$ cat config.mk
export PLATFORM = sky130hd
export DESIGN_NAME = procesor_mc
export DESIGN_NICKNAME = d
export VERILOG_FILES = /design/src/rtl/procesor_mc.sv
export SDC_FILE = /design/constraint.sdc
export NUM_CORES = 1
export LEC_CHECK = 0
export CAP_MARGIN = 0
export CORE_ASPECT_RATIO = 1.75
export CORE_MARGIN = 8
export CORE_UTILIZATION = 45
export CTS_CLUSTER_DIAMETER = 120
export CTS_CLUSTER_SIZE = 16
export DETAILED_ROUTE_END_ITERATION = 12
export PLACE_DENSITY = 0.72
export SLEW_MARGIN = 30
export SYNTH_ARGS = -nofsm -noshare
export SYNTH_HDL_FRONTEND = slang
export SYNTH_SLANG_ARGS = --single-unit
$ cat constraint.sdc
create_clock -name clk -period 3.68 [get_ports clk]
set_clock_uncertainty 0.15 [all_clocks]
set_input_delay 0.368 -clock clk [delete_from_list [all_inputs] [get_ports clk]]
set_output_delay 0.368 -clock clk [all_outputs]
set_load 0.01 [all_outputs]
$ cat src/rtl/procesor_mc.sv
`default_nettype none
// ============================================================================
// Module      : procesor_mc
// Description : Parametrised multi-cycle accumulator processor. A loadable
//               program memory is written while the core is stopped. Each
//               instruction passes through FETCH, DECODE and EXEC, taking
//               exactly three cycles.
//               Instruction word layout: [opcode 4 | rsel RSEL_W | imm DATA_W]
// Ports       : clk, rst       - clock, synchronous active-high reset
//               start          - leave STOP and run from the current pc
//               prog_we/addr/data - program memory write, honoured in STOP only
//               out_data/out_valid - OUT port value and one-cycle update pulse
//               pc, acc        - program counter and accumulator
//               flag_z, flag_c - zero and carry/borrow flags
//               halted         - high while in STOP
//               step_mode, step - present only with PROCESOR_STEP_EN
// Options     : `define PROCESOR_STEP_EN adds single-step execution
// Revision    : 1.0 - initial release
// ============================================================================
module procesor_mc #(
    parameter int DATA_W = 8,
    parameter int ADDR_W = 5,
    parameter int NREG   = 4,
    localparam int RSEL_W  = (NREG > 1) ? $clog2(NREG) : 1,
    localparam int INSTR_W = 4 + RSEL_W + DATA_W
) (
    input  logic               clk,
    input  logic               rst,
    input  logic               start,
    input  logic               prog_we,
    input  logic [ADDR_W-1:0]  prog_addr,
    input  logic [INSTR_W-1:0] prog_data,
    output logic [DATA_W-1:0]  out_data,
    output logic               out_valid,
    output logic [ADDR_W-1:0]  pc,
    output logic [DATA_W-1:0]  acc,
    output logic               flag_z,
    output logic               flag_c,
    output logic               halted
`ifdef PROCESOR_STEP_EN
    ,
    input  logic               step_mode,
    input  logic               step
`endif
);

    localparam int DEPTH = 2 ** ADDR_W;
    localparam logic [RSEL_W:0] C_NREG = (RSEL_W + 1)'(NREG);

    localparam logic [3:0] C_OP_NOP = 4'h0;
    localparam logic [3:0] C_OP_LDI = 4'h1;
    localparam logic [3:0] C_OP_ADD = 4'h2;
    localparam logic [3:0] C_OP_SUB = 4'h3;
    localparam logic [3:0] C_OP_AND = 4'h4;
    localparam logic [3:0] C_OP_OR  = 4'h5;
    localparam logic [3:0] C_OP_XOR = 4'h6;
    localparam logic [3:0] C_OP_MOV = 4'h7;
    localparam logic [3:0] C_OP_LDR = 4'h8;
    localparam logic [3:0] C_OP_JMP = 4'h9;
    localparam logic [3:0] C_OP_JZ  = 4'hA;
    localparam logic [3:0] C_OP_JC  = 4'hB;
    localparam logic [3:0] C_OP_OUT = 4'hC;
    localparam logic [3:0] C_OP_HLT = 4'hD;
    localparam logic [3:0] C_OP_SHL = 4'hE;
    localparam logic [3:0] C_OP_SHR = 4'hF;

    typedef enum logic [1:0] {
        S_STOP   = 2'd0,
        S_FETCH  = 2'd1,
        S_DECODE = 2'd2,
        S_EXEC   = 2'd3
    } state_t;

    state_t              r_state;
    logic [INSTR_W-1:0]  r_mem [0:DEPTH-1];
    logic [INSTR_W-1:0]  r_ir;
    logic [DATA_W-1:0]   r_regs [0:NREG-1];
    logic [DATA_W-1:0]   r_opnd;
    logic [ADDR_W-1:0]   r_pc;
    logic [DATA_W-1:0]   r_acc;
    logic                r_z;
    logic                r_c;
    logic [DATA_W-1:0]   r_out_data;
    logic                r_out_valid;

    logic [3:0]          w_op;
    logic [RSEL_W-1:0]   w_rsel;
    logic [DATA_W-1:0]   w_imm;
    logic                w_rsel_ok;
    logic [DATA_W:0]     w_sum;
    logic [DATA_W:0]     w_diff;
    logic [DATA_W-1:0]   w_res;
    logic                w_acc_we;
    logic                w_c_next;
    logic                w_reg_we;
    logic                w_jump;
    logic                w_out;
    logic                w_halt;
    logic [ADDR_W-1:0]   w_jtarget;
    logic                w_go;
    logic                w_stop_after;

    assign w_op      = r_ir[INSTR_W-1 -: 4];
    assign w_rsel    = r_ir[DATA_W +: RSEL_W];
    assign w_imm     = r_ir[DATA_W-1:0];
    assign w_rsel_ok = ({1'b0, w_rsel} < C_NREG);
    assign w_jtarget = ADDR_W'(w_imm);

    // Extra top bit carries out of ADD; for SUB it is set exactly on borrow.
    assign w_sum  = {1'b0, r_acc} + {1'b0, r_opnd};
    assign w_diff = {1'b0, r_acc} - {1'b0, r_opnd};

`ifdef PROCESOR_STEP_EN
    // Remembers that the current run was launched by step, so it stops
    // after one instruction even if step_mode has since dropped.
    logic r_single;
    assign w_go         = start | step;
    assign w_stop_after = step_mode | r_single;
`else
    assign w_go         = start;
    assign w_stop_after = 1'b0;
`endif

    // Execute-stage result selection
    always_comb begin
        w_res    = r_acc;
        w_acc_we = 1'b0;
        w_c_next = r_c;
        w_reg_we = 1'b0;
        w_jump   = 1'b0;
        w_out    = 1'b0;
        w_halt   = 1'b0;
        case (w_op)
            C_OP_LDI: begin w_res = w_imm; w_acc_we = 1'b1; end
            C_OP_ADD: begin {w_c_next, w_res} = w_sum;  w_acc_we = 1'b1; end
            C_OP_SUB: begin {w_c_next, w_res} = w_diff; w_acc_we = 1'b1; end
            C_OP_AND: begin w_res = r_acc & r_opnd; w_acc_we = 1'b1; end
            C_OP_OR:  begin w_res = r_acc | r_opnd; w_acc_we = 1'b1; end
            C_OP_XOR: begin w_res = r_acc ^ r_opnd; w_acc_we = 1'b1; end
            C_OP_MOV: w_reg_we = 1'b1;
            C_OP_LDR: begin w_res = r_opnd; w_acc_we = 1'b1; end
            C_OP_JMP: w_jump = 1'b1;
            C_OP_JZ:  w_jump = r_z;
            C_OP_JC:  w_jump = r_c;
            C_OP_OUT: w_out = 1'b1;
            C_OP_HLT: w_halt = 1'b1;
            C_OP_SHL: begin
                w_res    = {r_acc[DATA_W-2:0], 1'b0};
                w_c_next = r_acc[DATA_W-1];
                w_acc_we = 1'b1;
            end
            C_OP_SHR: begin
                w_res    = {1'b0, r_acc[DATA_W-1:1]};
                w_c_next = r_acc[0];
                w_acc_we = 1'b1;
            end
            default: ; // NOP
        endcase
    end

    // Program memory is deliberately outside the reset domain so a reset
    // never destroys the loaded program.
    always_ff @(posedge clk) begin
        if (prog_we && (r_state == S_STOP)) begin
            r_mem[prog_addr] <= prog_data;
        end
    end

    always_ff @(posedge clk) begin
        if (rst) begin
            r_state     <= S_STOP;
            r_ir        <= '0;
            r_opnd      <= '0;
            r_pc        <= '0;
            r_acc       <= '0;
            r_z         <= 1'b0;
            r_c         <= 1'b0;
            r_out_data  <= '0;
            r_out_valid <= 1'b0;
            for (int i = 0; i < NREG; i++) begin
                r_regs[i] <= '0;
            end
`ifdef PROCESOR_STEP_EN
            r_single    <= 1'b0;
`endif
        end else begin
            r_out_valid <= 1'b0;
            case (r_state)
                S_STOP: begin
                    if (w_go) begin
                        r_state <= S_FETCH;
`ifdef PROCESOR_STEP_EN
                        r_single <= step & ~start;
`endif
                    end
                end
                S_FETCH: begin
                    r_ir    <= r_mem[r_pc];
                    r_state <= S_DECODE;
                end
                S_DECODE: begin
                    r_opnd  <= w_rsel_ok ? r_regs[w_rsel] : '0;
                    r_state <= S_EXEC;
                end
                S_EXEC: begin
                    if (w_acc_we) begin
                        r_acc <= w_res;
                        r_z   <= (w_res == '0);
                    end
                    r_c <= w_c_next;
                    if (w_reg_we && w_rsel_ok) begin
                        r_regs[w_rsel] <= r_acc;
                    end
                    if (w_out) begin
                        r_out_data  <= r_acc;
                        r_out_valid <= 1'b1;
                    end
                    if (w_halt) begin
                        // pc stays on the HLT so a restart halts again
                        r_state <= S_STOP;
                    end else begin
                        r_pc    <= w_jump ? w_jtarget : r_pc + 1'b1;
                        r_state <= w_stop_after ? S_STOP : S_FETCH;
                    end
                end
                default: r_state <= S_STOP;
            endcase
        end
    end

    assign out_data  = r_out_data;
    assign out_valid = r_out_valid;
    assign pc        = r_pc;
    assign acc       = r_acc;
    assign flag_z    = r_z;
    assign flag_c    = r_c;
    assign halted    = (r_state == S_STOP);

endmodule
`default_nettype wire
Word-level counts from Yosys, hierarchy flattened
Memory sizes are Yosys's and may differ from the RTL's. A register that Yosys moved wholly into a read port is not among the register bits.
Cells that the tools add are included.

cells by class
  bitwise logic cells = 5
  equality and inequality tests = 19
  reductions and logical operators = 11
  add/sub/neg operators = 3
  multiplexer cells = 23

operators by type and width
  operator               count
  $pmux W8 S9            1
  $eq A4 B4 Y1 const B   8
  $eq A4 B3 Y1 const B   4
  $mux W1                15
  $add A8 B8 Y9          1
  $reduce_or A9 Y1       1
  $sub A8 B8 Y9          1
  $and A8 B8 Y8          1
  $eq A4 B2 Y1 const B   2
  $logic_not A8 Y1       1
  $mux W8                1
  $or A8 B8 Y8           1
  $pmux W2 S4            1
  $reduce_and A2 Y1      4
  $reduce_or A8 Y1       1
  $xor A8 B8 Y8          1
  $add A5 B1 Y5 const B  1
  $mux W5                1
  $eq A2 B2 Y1 const B   2
  $eq A4 B1 Y1 const B   1
  $mux W2                2
  $pmux W1 S4            1
  $reduce_bool A4 Y1     1
  $pmux W1 S3            1
  other kinds (6)        7

word-level totals
  register bits = 26
  input port bits = 23
  bits in writable memories = 480
  word-level logic and storage cells = 70
  memories = 2
  output and inout bits = 25

memory list
  name    words  width  rd ports  clocked after memory_dff  wr ports  RTL line  RTL
  r_mem   32     14     1         1                         1         75        logic [INSTR_W-1:0] r_mem [0:DEPTH-1];
  r_regs  4      8      1         1                         4         77        logic [DATA_W-1:0] r_regs [0:NREG-1];

Depth between registers and ports, before layout
  word-level depth = 8
  mapped depth = 10
  mapped depth without buffers = 10

Worst setup path before layout
OpenSTA, ideal clock, no wires.

  path type = register to register
  start = reg r_acc[1] (netlist: acc[1])
  end = reg r_z (netlist: flag_z)
  clock period less this slack = 2667 ps
  setup slack = 1013 ps
  path buffers = 0
  required time = 3443 ps
  stages on the path, launching flop included = 10
  arrival = 2430 ps
  library setup time = 87 ps
  cell sequence = dfxtp_1 > inv_1 > ha_1 > or2_1 > a211oi_2 > o22a_1 > a2bb2oi_1 > mux2i_1 > or3_1 > o31ai_1

on the way
  word-level cells in the longest chain between the ends = 3
  elaborated cells on any way between the ends = 7

RTL lines
  item                                   RTL line  RTL
  from (decl)                            80        logic [DATA_W-1:0] r_acc;
  from (signal assigned)                 207       r_acc <= w_res;
  $sub A8 B8 Y9 (tied with other cells)  111       assign w_diff = {1'b0, r_acc} - {1'b0, r_opnd};
  $pmux W8 S9 (*)                        133       case (w_op)
  $logic_not A8 Y1 (*)                   208       r_z <= (w_res == '0);
  to (signal assigned)                   208
  to (decl)                              81        logic r_z;

Every way passes the cells marked *; elsewhere a longest branch is shown, timed or not.
A chain may end at the register's enable or synchronous reset.

Final worst setup path
  start = reg r_acc[2] (netlist: acc[2])
  end = reg r_z (netlist: flag_z)

Same word-level chain as after synthesis.

==> results.md <==
* Drt pass-1 iters at 5
* Initial antenna violation count at 1
* Final WS setup at 0.5959 ns
* First-pass GRT wire length at 76,410 um
* Fill count at 3,898
* Synth warn at 0
* Peak VDD IR at 403.6 uV
* Ys flop type: edfxtp_1
* Hold Vio Cnt, Final at 0
* R2R setup slack at 0.60 ns
* Row count at 107
* Setup Buffers After CTS at 0
* Worst setup SP type: flip-flop
* Reg2reg end: flag_z
* Hold Path Class: in2reg
* Slowest CP cell: dfxtp_1
* Post-route DRC violation count at 0
* Final RePlAce weighted congestion at 0.9233
* Status: completed
* Die footprint at approximately 0.057 mm2
* Hold-fix buffers, CTS at 0
* Via Count at 11,360
* DR iter-0 viols at 919
* Syn Nets at 1,260
* Layout cell share with drive strength beyond 1 at 0.2309
* GRT Residual Overflow at 0
* Crit path capture: flag_z
* Port bufs at 47
* Final #Nets at 1,350
* WP data arrival at 3.43 ns
* P per Cell Area at about 550 mW/mm2
* Worst r2r src: acc[2]
* Asr flop ratio synth at 0
* Cells after synthesis at 1,206
* Clk sinks at 528
* RSZ-0062 raised after global routing: no
* Number of instances on the worst hold path at 3
* Avg WL per Cell at around 26 um
* Reg2reg path depth at 9
* Min Tclk post-route at between 3 and 4 ns
* Number of global-route vias before repair at 12,150
* Slew Viols, Final at 0
* Post-synth cell types at 70
* CTS resizes at 0
* Pre-CTS WS at 0.6373 ns
* Seq cells post-synth at 528
* Worst Tran Pin Value at 0.9148 ns
* Crit path max fanout at 10
* Root Driver: clkbuf_16
* CTS buffer count at 38
* Mapped Avg Cell Area at 18.29 um2
* Commonest non-fill, non-tap cell in the layout: edfxtp_1
* Dpl hpwl at 34,680 um
* Crit end category: flip-flop
* Htree depth at 2
* IO Count at between 40 and 50
* Critical-path cell list: inv_1, ha_1, a211oi_1, o21bai_1, a21oi_1, o21ai_0, a221oi_1, nand4_1, o31ai_1
* Initial core utilization at 0.4539
* Worst setup path startpoint: acc[2]
* Most frequent cells in the layout: edfxtp_1 (480), mux4_2 (148), nor2_1 (89)
* Max Cap Viol at 0
* Final setup vio count at 0
* Area grow syn2layout at 11.49%
* Final WL at roughly 50,000 um
* Crit-path max cell delay at 0.53 ns
* Max Root-Sink Buffers at 3
* Core area at ~0.049 mm2
* DIE WIDTH at about 180 um
* TritonCTS clock tree: built
* Post-Route Setup TNS at 0 ns
* ANT cells at 0
* Global router's overall resource usage at 0.1800
* CP required at 4.02 ns
* Antenna-violating nets left at 0
* Clk Latency, worst-skew pair at around 0.57 ns
* Die extent in y at 308.9 um
* Highest clock rate at 0.3242 GHz
* Crit Path Class: reg2reg
* Fin crit share at 0.8381
* Pin count of the biggest net entering global routing at 48
* DR vias/cell at 5.790
* Relative slew slack at 0.3889
* Register area share after synthesis at 0.6970
* Worst-path clk slew at 0.09 ns
* Leakage power at 7.543 nW
* Post-Syn Area at 0.02206 mm2
* Post-synth EDFFs at 480
[flip-flops by register name, summed over array words and instances (netlist names)]
name       count
r_mem        448
r_regs        32
r_ir          14
acc            8
out_data       8
r_opnd         8
pc             5
r_state        2
flag_c         1
flag_z         1
out_valid      1
[where the power goes]
group	internal, mW	switching, mW	total [mW]
Clock	1.91	1.97	3.88
Sequential	6.71	0.246	6.96
Combinational	1.17	1.50	2.67
[worst min-delay path by stage]
stage | startpoint | end | slack [ns]
5_1_grt | rst | acc[1] | 0.15
3_5_place_dp | out_data[3] | out_data[3] | 0.33
3_3_place_gp | out_data[7] | out_data[7] | 0.33
2_1_floorplan | r_ir[6] | r_ir[6] | 0.31
6_report | rst | acc[1] | 0.15
4_1_cts | rst | acc[1] | 0.13
[cell families (layout without fill, tap and decap cells)]
family,count (synthesis),after routing,synth area share
AO/OA/AOI/OAI,123,123,0.03857
XOR/XNOR,2,2,0.0007942
adder cells (fa/ha/maj),31,31,0.01826
buffers and inverters,98,200,0.02087
flip-flops,528,528,0.6970
multiplexers,189,189,0.1698
AND/OR/NAND/NOR,235,235,0.05474
[layer usage]
| metal | track usage | wire (um) |
|---|---|---|
| met2 | 0.3450 | 28310 |
| met3 | 0.02126 | 1848 |
| met1 | 0.1967 | 17810 |
| met5 | 0 | 0 |
| met4 | 0.07628 | 2091 |
[cell usage after synthesis (all sizes together), types with 6 or more instances]
cell type | number | area share
edfxtp | 480 | 0.65
mux4 | 148 | 0.15
nor2 | 91 | 0.016
dfxtp | 48 | 0.044
mux2i | 40 | 0.018
buf | 39 | 0.011
clkbuf | 35 | 0.0060
ha | 29 | 0.016
nand2 | 25 | 0.0043
inv | 24 | 0.0041
a211oi | 23 | 0.0081
a21oi | 23 | 0.0052
nor3 | 21 | 0.0050
o21ai | 20 | 0.0045
and2 | 17 | 0.0048
nand3 | 13 | 0.0029
nor2b | 11 | 0.0031
nor4 | 10 | 0.0031
nand2b | 8 | 0.0029
o21bai | 8 | 0.0027
nand4 | 7 | 0.0020
or3 | 6 | 0.0017
[critical path, delay by kind of cell (launching register included)]
family	cells	cell delay [ns]
AOI/OAI and AO/OA	6	1.58
and+or+nand+nor	1	0.17
adders and majority gates	1	0.42
DFF	1	0.53
buffers and inverters	1	0.15
[metrics by stage]
stage	utilization	cells	cell area [um2]	hold WS [ns]	total power [mW]
2_1_floorplan	-	1206	22060	0.3128	8.857
3_3_place_gp	0.4858	1910	23610	0.3299	9.780
3_5_place_dp	0.4858	1910	23610	0.3337	9.799
4_1_cts	0.5074	1962	24660	0.1296	13.63
5_1_grt	0.5060	1962	24590	0.1535	14.03
6_report	0.5060	1962	24590	0.1514	13.51
[area by class of cell]
| cell class | count | area [um2] | share of cell area |
|---|---|---|---|
| sequential | 528 | 15380 | 0.6255 |
| multi-input combinational | 580 | 6226 | 0.2532 |
| timing repair buffer | 124 | 1023 | 0.04162 |
| clock buffer | 49 | 992.2 | 0.04035 |
| tap | 654 | 818.3 | 0.03327 |
| inverter | 24 | 90.09 | 0.003663 |
| clock inverter | 3 | 58.81 | 0.002391 |
Power figures use the tool's default switching activity.
